### src/rtl/dict_pkg.sv
// Shared definitions for the dictionary compressor/decompressor pair:
// table geometry, token field positions, bucket hash and decoder FSM states.
package dict_pkg;

  localparam int HASH_TABLE_SIZE = 16;
  localparam int CHAIN_LENGTH    = 4;

  localparam int TOK_W       = 9;
  localparam int TOK_LIT_BIT = 8;
  localparam int TOK_BKT_HI  = 7;
  localparam int TOK_BKT_LO  = 4;
  localparam int TOK_WAY_HI  = 3;
  localparam int TOK_WAY_LO  = 2;
  localparam int TOK_REP_HI  = 1;
  localparam int TOK_REP_LO  = 0;

  typedef enum logic [0:0] {
    IDLE = 1'b0,
    EMIT = 1'b1
  } state_e;

  // Must stay bit-identical to the compressor's bucket selection.
  function automatic logic [3:0] dict_hash(input logic [7:0] b);
    return b[3:0] ^ b[7:4];
  endfunction

endpackage

### src/rtl/dict_store.sv
// Dictionary storage: 16 buckets x 4 ways of bytes with valid bits and
// per-bucket fill pointers, duplicate-suppressing insert and a combinational read port.
module dict_store
  import dict_pkg::*;
#(
  parameter int DATA_W = 8
) (
  input  logic              clk,
  input  logic              reset,
  input  logic              wr_en,
  input  logic [DATA_W-1:0] wr_byte,
  input  logic [3:0]        rd_bucket,
  input  logic [1:0]        rd_way,
  output logic [DATA_W-1:0] rd_data,
  output logic              rd_valid
);

  logic [DATA_W-1:0]       mem [HASH_TABLE_SIZE][CHAIN_LENGTH];
  logic [CHAIN_LENGTH-1:0] vld [HASH_TABLE_SIZE];
  logic [1:0]              fp  [HASH_TABLE_SIZE];

  logic [3:0] wr_bkt;
  logic       hit;

  always_comb begin
    wr_bkt = dict_hash(wr_byte);
    hit    = 1'b0;
    for (int i = 0; i < CHAIN_LENGTH; i++) begin
      if (vld[wr_bkt][i] && (mem[wr_bkt][i] == wr_byte)) hit = 1'b1;
    end
  end

  // Contents are cleared too, so an empty entry reads back as 0x00.
  always_ff @(posedge clk) begin
    if (!reset) begin
      for (int b = 0; b < HASH_TABLE_SIZE; b++) begin
        vld[b] <= '0;
        fp[b]  <= 2'd0;
        for (int w = 0; w < CHAIN_LENGTH; w++) mem[b][w] <= '0;
      end
    end else if (wr_en && !hit) begin
      mem[wr_bkt][fp[wr_bkt]] <= wr_byte;
      vld[wr_bkt][fp[wr_bkt]] <= 1'b1;
      fp[wr_bkt]              <= fp[wr_bkt] + 2'd1;
    end
  end

  assign rd_data  = mem[rd_bucket][rd_way];
  assign rd_valid = vld[rd_bucket][rd_way];

endmodule

### src/rtl/dictionary_decoder.sv
// Token-stream dictionary decoder: literals pass through and train the dictionary,
// references replay a stored byte 1-4 times. Build option: DICT_DEC_ERR_EN.
module dictionary_decoder
  import dict_pkg::*;
(
  input  logic             clk,
  input  logic             reset,
  input  logic [TOK_W-1:0] tok_in,
  input  logic             tok_valid,
  output logic             tok_ready,
  output logic [7:0]       out_data,
  output logic             out_valid,
  input  logic             out_ready,
  output logic             err
);

  state_e     state;
  logic [1:0] rem;
  logic       accept;
  logic       out_fire;
  logic       is_lit;
  logic       ref_ok;
  logic [1:0] rep_n;
  logic [7:0] rd_data;
  logic       rd_valid;

  assign tok_ready = reset && (state == IDLE) && (!out_valid || out_ready);
  assign accept    = tok_valid && tok_ready;
  assign out_fire  = out_valid && out_ready;
  assign is_lit    = tok_in[TOK_LIT_BIT];
  assign rep_n     = tok_in[TOK_REP_HI:TOK_REP_LO];

  dict_store #(
    .DATA_W(8)
  ) u_store (
    .clk      (clk),
    .reset    (reset),
    .wr_en    (accept && is_lit),
    .wr_byte  (tok_in[7:0]),
    .rd_bucket(tok_in[TOK_BKT_HI:TOK_BKT_LO]),
    .rd_way   (tok_in[TOK_WAY_HI:TOK_WAY_LO]),
    .rd_data  (rd_data),
    .rd_valid (rd_valid)
  );

`ifdef DICT_DEC_ERR_EN
  assign ref_ok = rd_valid;
`else
  logic unused_rd_valid;
  assign unused_rd_valid = rd_valid;
  assign ref_ok          = 1'b1;
`endif

  // Output register: repeats re-present the held byte, so only rem changes in EMIT.
  always_ff @(posedge clk) begin
    if (!reset) begin
      state     <= IDLE;
      rem       <= 2'd0;
      out_valid <= 1'b0;
      out_data  <= 8'h00;
      err       <= 1'b0;
    end else begin
      err <= 1'b0;
      case (state)
        IDLE: begin
          if (out_fire) out_valid <= 1'b0;
          if (accept) begin
            if (is_lit) begin
              out_data  <= tok_in[7:0];
              out_valid <= 1'b1;
            end else if (ref_ok) begin
              out_data  <= rd_data;
              out_valid <= 1'b1;
              if (rep_n != 2'd0) begin
                state <= EMIT;
                rem   <= rep_n;
              end
            end else begin
              err <= 1'b1;
            end
          end
        end
        EMIT: begin
          if (out_fire) begin
            rem <= rem - 2'd1;
            if (rem == 2'd1) state <= IDLE;
          end
        end
      endcase
    end
  end

endmodule

### config.mk
export PLATFORM = sky130hd
export DESIGN_NAME = dictionary_decoder
export DESIGN_NICKNAME = d
export VERILOG_FILES = /design/src/rtl/dict_pkg.sv /design/src/rtl/dict_store.sv /design/src/rtl/dictionary_decoder.sv
export SDC_FILE = /design/constraint.sdc
export NUM_CORES = 1
export LEC_CHECK = 0
export ABC_AREA = 1
export BUFFER_PORTS_ARGS = -buffer_cell sky130_fd_sc_hd__clkbuf_2
export CELL_PAD_IN_SITES_DETAIL_PLACEMENT = 1
export CELL_PAD_IN_SITES_GLOBAL_PLACEMENT = 1
export CORE_MARGIN = 2
export CORE_UTILIZATION = 49
export CTS_CLUSTER_DIAMETER = 80
export DETAILED_ROUTE_END_ITERATION = 10
export HOLD_SLACK_MARGIN = 0.05
export PLACE_DENSITY_LB_ADDON = 0.1
export SLEW_MARGIN = 20
export SYNTH_ARGS = -nofsm -noshare
export SYNTH_HDL_FRONTEND = slang
export SYNTH_SLANG_ARGS = --single-unit
### constraint.sdc
create_clock -name clk -period 5.32 [get_ports clk]
set_clock_uncertainty 0.05 [all_clocks]
set_input_delay 1.064 -clock clk [delete_from_list [all_inputs] [get_ports clk]]
set_output_delay 1.064 -clock clk [all_outputs]
set_load 0.02 [all_outputs]
Yosys cells after proc, flatten, opt, wreduce, memory -nomap -nowiden
Memory sizes are Yosys's and may differ from the RTL's. Index checks and enable logic that the tools add are counted.

Flip-flop bits (word level): 12. Memory bits (writable): 608. Bits of input ports: 13. Output and inout bits: 11. Word-level logic and storage cells: 90. Memories kept: 3.

Memories: u_store.mem (depth 16, width 32, rd ports 2, clocked after memory_dff 0, write ports 16, line dict_store.sv:18) `logic [DATA_W-1:0] mem [HASH_TABLE_SIZE][CHAIN_LENGTH];`; u_store.vld (depth 16, width 4, rd ports 1, clocked after memory_dff 0, write ports 16, line dict_store.sv:19) `logic [CHAIN_LENGTH-1:0] vld [HASH_TABLE_SIZE];`; u_store.fp (depth 16, width 2, rd ports 1, clocked after memory_dff 0, write ports 16, line dict_store.sv:20) `logic [1:0] fp [HASH_TABLE_SIZE];`.

Add/sub/neg operators: 2. Order comparisons: 5. Eq/ne operators: 9. Mux-type cells: 40. Bitwise gates (word level): 4. Reductions and logical operators: 23.

Operators by type and width (number): two-way mux 32 bit (3); equality test 8 bit (4); two-way mux 8 bit (4); OR reduction 32 bit (1); two-way mux 4 bit (6); two-way mux 1 bit (17); binary-select mux 8 bit (select 2 bit) (1); demux 8 bit (select 2 bit) (1); logical AND 1 bit (12); two-way mux 2 bit (5); >= comparator 3 bit (second input constant) (2); inverter 2 -> 3 bit (2); != test 2 x 1 -> 1 bit (second input constant) (2); != test 2 bit (second input constant) (2); case mux 2 bit (2 select lines) (1); AND reduction 2 bit (2); AND reduction 4 bit (1); nonzero test 2 bit (2); OR reduction 4 bit (1); bitwise XOR 4 bit (1); < comparator 2 x 3 -> 1 bit (second input constant) (1); < comparator 3 x 1 -> 1 bit (second input constant) (1); adder 2 x 1 -> 2 bit (second input constant) (1); demux 1 bit (select 2 bit) (1); 8 further kinds (9).

Logic depth before layout (Yosys ltp)
Gate-level depths: netlist of the first run. An unclocked memory read counts as a cell.

Word-level depth: 15. Mapped depth: 24. Depth with buffers taken out: 19.

Modules after synthesis
A second synthesis of the first run with hierarchy kept.

Cell total of the unflattened synthesis: 4561. Area, all modules: 35856.9 µm².

Modules (own cells, without submodules): dict_store (instances 1, cells each 4462, area an instance 35167.5 µm², seq. area each 17616.9 µm²); dictionary_decoder (instances 1, cells each 99, area an instance 689.4 µm², seq. area each 240.2 µm²).

Worst setup path before layout of the first run
No wires, ideal clock.

Path type: input to register. Start point: input port tok_in[6]. End point: memory u_store.mem[13][0] (netlist name) (enable). Setup time: 0.329 ns. Arrival time: 4.378 ns. Data required time: 4.941 ns. Path slack: 0.563 ns. Cell stages on the path: 17. Path buffers: 7. Path through: buf_2 nor2_1 or2_1 buf_2 nand2_2 inv_1 buf_4 buf_2 o21ai_0 nand4_1 clkinv_1 clkbuf_1 ha_1 buf_1 buf_2 nand4_4 nand2_1.

RTL lines: from (decl) (line dictionary_decoder.sv:8) `input logic [TOK_W-1:0] tok_in,`; to (decl) (line dict_store.sv:18).

==> run metrics, run 1 <==
vias in the first global route=32602; Placed Area=36700 um2; dpl hpwl=around 94000 um; hold bufs inserted after CTS=0; via count=32736; TritonCTS clock tree=done; CP arrival=5.20 ns; crit path kind=in2reg; top_reg_cell synth=edfxtp_1; Final Setup Violations=0; PwrDens=326 nW/um2; nets=~4400; global route overflow=0; fmax=201 MHz; worst-path maximum fanout=45; Die W=between 200 and 300 um; Pleak=16.7 nW; post-synthesis sequential area ratio=50.8%; top-count cell post-synth=nand2_1; Hold Fails Final Rpt=0; Post-Syn Instances=4469; ys async rst share=0%; hold crit path type=reg2reg; WP data required=5.56 ns; Worst-Skew Late Latency=0.64 ns; DRC=0; status=completed; First-pass DRT Iterations=5; Max transition margin=29.5%; fin crit share=~93%; H-Tree Level Count=3; layout overhead on the synthesized area=11.4%; Total Die Area=74000 um2; via-per-instance ratio=6.05; final WL=141000 um; initial antenna violation count=2; WL/cell=approximately 26 um; Initial Util=49.4%; list of most frequent post-synthesis cells=nand2_1 (1287), nor2_1 (848), edfxtp_1 (544); row cnt=98; synthesized area per cell=~8 um2; Synth Cell Area=35200 um2; CP Capture Type=flop; Seq cells post-synth=620; largest net degree at the start of global routing=152; # port buffers=22; Worst setup startpoint=tok_in[0]; Tot Pwr=12.8 mW; max_cap viols=0; Clock transition at path regs=0.06 ns; all-layer global routing usage=37.7%; Yosys warning total=0; EDFF count, synth=544; Peak VDD IR=0.000295 V; ANT nets after route=0; cell area after layout=39200 um2; first-pass GRT wire length=209000 um; setup bufs post-CTS=0; # IOs=24; drt initial violations=3475; RSZ-0062 raised after global routing=false; CTS Sinks=620; Die Y=272 um; synthesized net count=4487; Setup TNS Final=0 ns; Core Area=71200 um2; worst hold start=u_store.vld[13][3]; unique cell type count in the Yosys netlist=40; clock buffer depth=3; Synth area leader=edfxtp_1; post-synth top area share=46.4%; routability-driven placement congestion ratio=0.921; worst r2r src=u_store.mem[8][24]; Max Slew Vio Count=0; top post-synthesis cells by area=edfxtp_1 (46%), nand2_1 (14%), nor2_1 (9.0%); layout cells sized above 1=8.68%; Slew @ Worst Pin=1.04 ns; fin crit period=4.96 ns; CP startpoint kind=input port; Root Driver=clkbuf_16; Antenna Cells=0; CTS Buf Count=70; number of gates resized after CTS=0
[final cells by class]
cell class,instances,area (um2)
clock buffer,98,2010
clock inverter,32,434
fill,8625,32100
inverter,349,1330
multi-input combinational,3171,14600
sequential,620,17900
tap,950,1190
timing repair buffer,188,1740
[path summary, 6_finish.rpt]
| path | endpoint | slack [ns] | cells after the start |
|---|---|---|---|
| setup / recovery | u_store.mem[11][29] | 0.36 | 20 |
| hold / removal | u_store.vld[13][3] | 0.41 | 2 |
| setup reg to reg | u_store.mem[11][29] | 1.63 | 17 |
| hold reg to reg | u_store.vld[13][3] | 0.41 | 2 |
[critical path, stage by stage]
cell and delay (ns):
clkbuf_2 0.21, buf_4 0.18, nand2_1 0.14, nand2_8 0.24, buf_4 0.50, o21ai_1 0.11, nand2_1 0.08, nand2_1 0.06
nand2_1 0.06, nand2_1 0.17, o21ai_0 0.55, nand2_1 0.14, nor2_1 0.11, nand3_1 0.10, nor2_1 0.37, nor2_4 0.11
buf_12 0.23, buf_12 0.24, nand4_4 0.18, nand2_1 0.26
[per-layer routing]
| layer | vias to the layer above | GRT usage (%) | wire [um] |
|---|---|---|---|
| met5 | - | 0 | 11 |
| met4 | 2 | 16.8 | 6560 |
| met3 | 351 | 7.04 | 13400 |
| met2 | 1639 | 60.0 | 64000 |
| met1 | 16236 | 50.3 | 56500 |
| li1 | 14508 | - | - |
[registers in the layout (all words and copies together) (netlist names)]
name         flops
u_store.mem    512
u_store.vld     64
u_store.fp      32
out_data         8
rem              2
out_valid        1
state            1
[where the power goes]
part	internal (mW)	switching, mW	total, mW
sequential	5.43	0.0879	5.52
clock	3.14	2.10	5.24
combinational	0.508	1.53	2.04
[cell usage in the layout, fill, tap and decap left out, types with 76 or more instances in the layout]
| master | count |
|---|---|
| dfxtp_1 | 76 |
| buf_4 | 137 |
| o21ai_0 | 434 |
| o21ai_1 | 85 |
| edfxtp_1 | 544 |
| inv_1 | 337 |
| nor2_1 | 845 |
| a21oi_1 | 164 |
| nand2_1 | 1286 |
| nand3_1 | 102 |
[per-stage QoR]
step	hold WS, ns	worst slack (ns)	utilization [%]	std cells
detailed placement	0.396	-0.0653	51.6	5278
floorplan	0.377	0.563	-	4469
CTS	0.407	0.565	55.0	5408
global placement	0.388	-0.0940	51.6	5278
finish	0.405	0.355	55.0	5408
global route	0.415	0.227	55.0	5408
[cell families (layout without fill, tap and decap cells)]
logic type | count (synthesis) | count (layout) | synth area share (%)
AND/OR/NAND/NOR | 2371 | 2371 | 29.1
AO/OA/AOI/OAI | 792 | 792 | 12.0
buffers and inverters | 678 | 667 | 7.87
flip-flops | 620 | 620 | 50.8
adder cells (fa/ha/maj) | 5 | 5 | 0.178
XOR/XNOR | 2 | 2 | 0.0712
other | 1 | 1 | 0.0107
(Power assumes the default switching activity.)
==> run 2, diff against run 1 <==
--- a/config.mk
+++ b/config.mk
@@ -18,4 +18,5 @@
 export SLEW_MARGIN = 20
 export SYNTH_ARGS = -nofsm -noshare
 export SYNTH_HDL_FRONTEND = slang
+export SYNTH_HIERARCHICAL = 1
 export SYNTH_SLANG_ARGS = --single-unit
==> run 2 against run 1 <==
- first-iteration DRC count grew 14%
- critical path depth shrank 1
- worst hold slack got worse by 0.011 ns
- critical path type unchanged
==> run metrics, run 2 <==
# port buffers=22 (unchanged); Critical Path End=u_store/mem[4][10]; Initial Util=49.5% (+0.079 points); drt initial violations=3974 (+14%); Worst path slowest cell=nand2_1; Peak VDD IR=0.000241 V (-18%); switching share of total power=29.5% (+0.48 points); Hold Fails Final Rpt=0 (unchanged); largest net degree at the start of global routing=118 (-22%); routability-driven placement congestion ratio=0.952 (+3.3%); worst r2r src=u_store/mem[8][8]; number of gates resized after CTS=0 (unchanged); layout overhead on the synthesized area=10.3%; worst-path cell chain=buf_2, inv_4, nand2_1, nand2_1, nand2_1, inv_2, buf_4, nand2_1, nand2_1, o21ai_0, nand2_1, nor2_1, nand3_1, nor2_1, nor2_4, buf_12, buf_4, nand4_4, nand2_1; CP Capture Type=flop; final WL=142000 um (+1.0%); critical path's largest stage delay=0.37 ns (-0.18 ns); nets=4396 (-0.50%); DRC=0 (unchanged); Core Area=71500 um2 (+0.34%); area of the multi-input gates=14900 um2 (+1.8%); PwrDens=315 nW/um2 (-3.5%); CTS Sinks=620 (unchanged); sequential power share=45.0% (+1.9 points); Reg2Reg Setup Slack=1.75 ns (+0.12 ns); Max Slew Vio Count=0 (unchanged); RSZ-0062 raised after global routing=false; WP data required=5.56 ns (about the same); Synth Cell Area=35400 um2 (+0.51%); Post-Syn Instances=4457 (-0.27%); # IOs=24 (unchanged); Die Y=273 um (+0.25%); combinational share of power=15.8% (about the same); Max transition margin=21.8% (-7.7 points); CP arrival=5.00 ns (-0.20 ns); clock buffer depth=3 (unchanged); Clock transition at path regs=0.06 ns (about the same); global route overflow=0 (unchanged); fin crit share=89.6% (-3.7 points); met2 wire length=63000 um (-1.6%); fmax=210 MHz (+4.1%); crit path kind=in2reg; Worst-Skew Late Latency=0.63 ns (about the same); filler cell count=8688 (+0.73%); vias in the first global route=32633 (+0.095%); Tot Pwr=12.3 mW (-3.9%); Finished Layout Cells=5387 (-0.39%); Clock Power Share=39.2% (-1.7 points); Worst setup startpoint=tok_in[6]; max_cap viols=0 (unchanged); synthesized net count=4475 (-0.27%); H-Tree Level Count=3 (unchanged); most common cell after layout, fill and taps aside=nand2_1; Placed Area=36800 um2 (about the same); ANT nets after route=0 (unchanged); hold crit path type=reg2reg; WL/cell=26.4 um (+1.4%); cell area after layout=39000 um2 (-0.43%); Setup TNS Final=0 ns (unchanged); worst-path maximum fanout=19 (-58%); Yosys warning total=6 (+6); row cnt=98 (unchanged); Total Die Area=74300 um2 (+0.50%); Root Driver=clkbuf_16; Top Layer Used=met5; fin util=54.6% (-0.43 points); max reg flops=512 (unchanged); sw power=3.63 mW (-2.4%); Cell Int Power=8.66 mW (-4.6%); reg2reg end=u_store/mem[4][10]; metal3 WL=14500 um (+7.9%); met1 WL=57800 um (+2.3%); layout cells sized above 1=9.36% (+0.67 points); Biggest register=u_store/mem; first-pass GRT wire length=209000 um (about the same); placed cell count=5254 (-0.45%); R2R depth=17 (unchanged); via count=32900 (+0.50%); hold bufs inserted after CTS=0 (unchanged); Pleak=17.0 nW (+1.7%); Final Setup Violations=0 (unchanged); most frequent cells in the layout=nand2_1 (1268), nor2_1 (927), edfxtp_1 (544); Die W=273 um (+0.25%); most numerous cell on the critical path=nand2_1; First-pass DRT Iterations=5 (unchanged); via-per-instance ratio=6.11 (+0.89%); dpl hpwl=94900 um (+0.90%); Largest regs=u_store/mem: 512 flops, u_store/vld: 64 flops, u_store/fp: 32 flops; CP startpoint kind=input port; register area=17900 um2 (unchanged); CTS Buf Count=72 (+2.9%); setup bufs post-CTS=0 (unchanged); all-layer global routing usage=37.8% (+0.061 points); initial antenna violation count=4 (+2); fin crit period=4.77 ns (-0.196 ns); status=completed; TritonCTS clock tree=done; synthesized area per cell=7.93 um2 (+0.78%); Slew @ Worst Pin=1.17 ns (+0.125 ns)
[run 2: cell count changes in the layout (fill, tap and decap cells not counted), sizes merged, moves of 13 or more]
cell / delta
nand2: -13
a21oi: -60
or2: +46
nand3: -15
o21ai: -56
inv: -40
buf: -13
o22ai: +21
a221oi: +21
nor2: +95
[run 2: layout make-up]
cell class | count | area share, %
repair buffers | 175 | 4.21
inverters | 314 | 3.06
well taps | 950 | 3.05
clock buffers | 103 | 5.20
flip-flops and latches | 620 | 45.8
multi-input cells | 3195 | 38.2
clock inverters | 29 | 0.536
diodes | 1 | 0.00641
[run 2: metrics by stage]
| step | worst slack [ns] | hold slack [ns] |
|---|---|---|
| 2_1_floorplan | 0.530 | 0.372 |
| 3_3_place_gp | 0.191 | 0.380 |
| 3_5_place_dp | 0.0652 | 0.387 |
| 4_1_cts | 0.716 | 0.396 |
| 5_1_grt | 0.435 | 0.408 |
| 6_report | 0.551 | 0.394 |
[run 2: how the worst min path moves through the flow]
stage                  startpoint                  to  depth (start not counted)  slack, ns
2_1_floorplan   u_store/vld[0][2]   u_store/vld[0][2]                          2       0.37
3_3_place_gp   u_store/vld[15][0]  u_store/vld[15][0]                          2       0.38
3_5_place_dp    u_store/vld[5][1]   u_store/vld[5][1]                          2       0.39
4_1_cts         u_store/vld[5][1]   u_store/vld[5][1]                          2       0.40
5_1_grt         u_store/vld[5][1]   u_store/vld[5][1]                          2       0.41
6_report        u_store/vld[4][1]   u_store/vld[4][1]                          2       0.39
[run 2: power by group through the flow]
stage	logic [mW]	registers (mW)	clock network, mW
3_3_place_gp	1.83	5.61	0
6_report	1.94	5.52	4.82
2_1_floorplan	1.13	5.58	0
5_1_grt	2.05	5.53	5.03
4_1_cts	1.88	5.52	4.86
3_5_place_dp	1.86	5.62	0
[run 2: routing by layer]
metal	vias to the layer above	track usage (%)
met1	16314	51.5
met3	366	7.86
met5	-	0
met2	1758	58.2
met4	4	16.5
li1	14458	-
[run 2: worst max-delay path, delay by kind of cell]
family,cells,cell delay (ns)
simple gates,12,2.31
compound gates,1,0.15
buf+inv,6,1.44
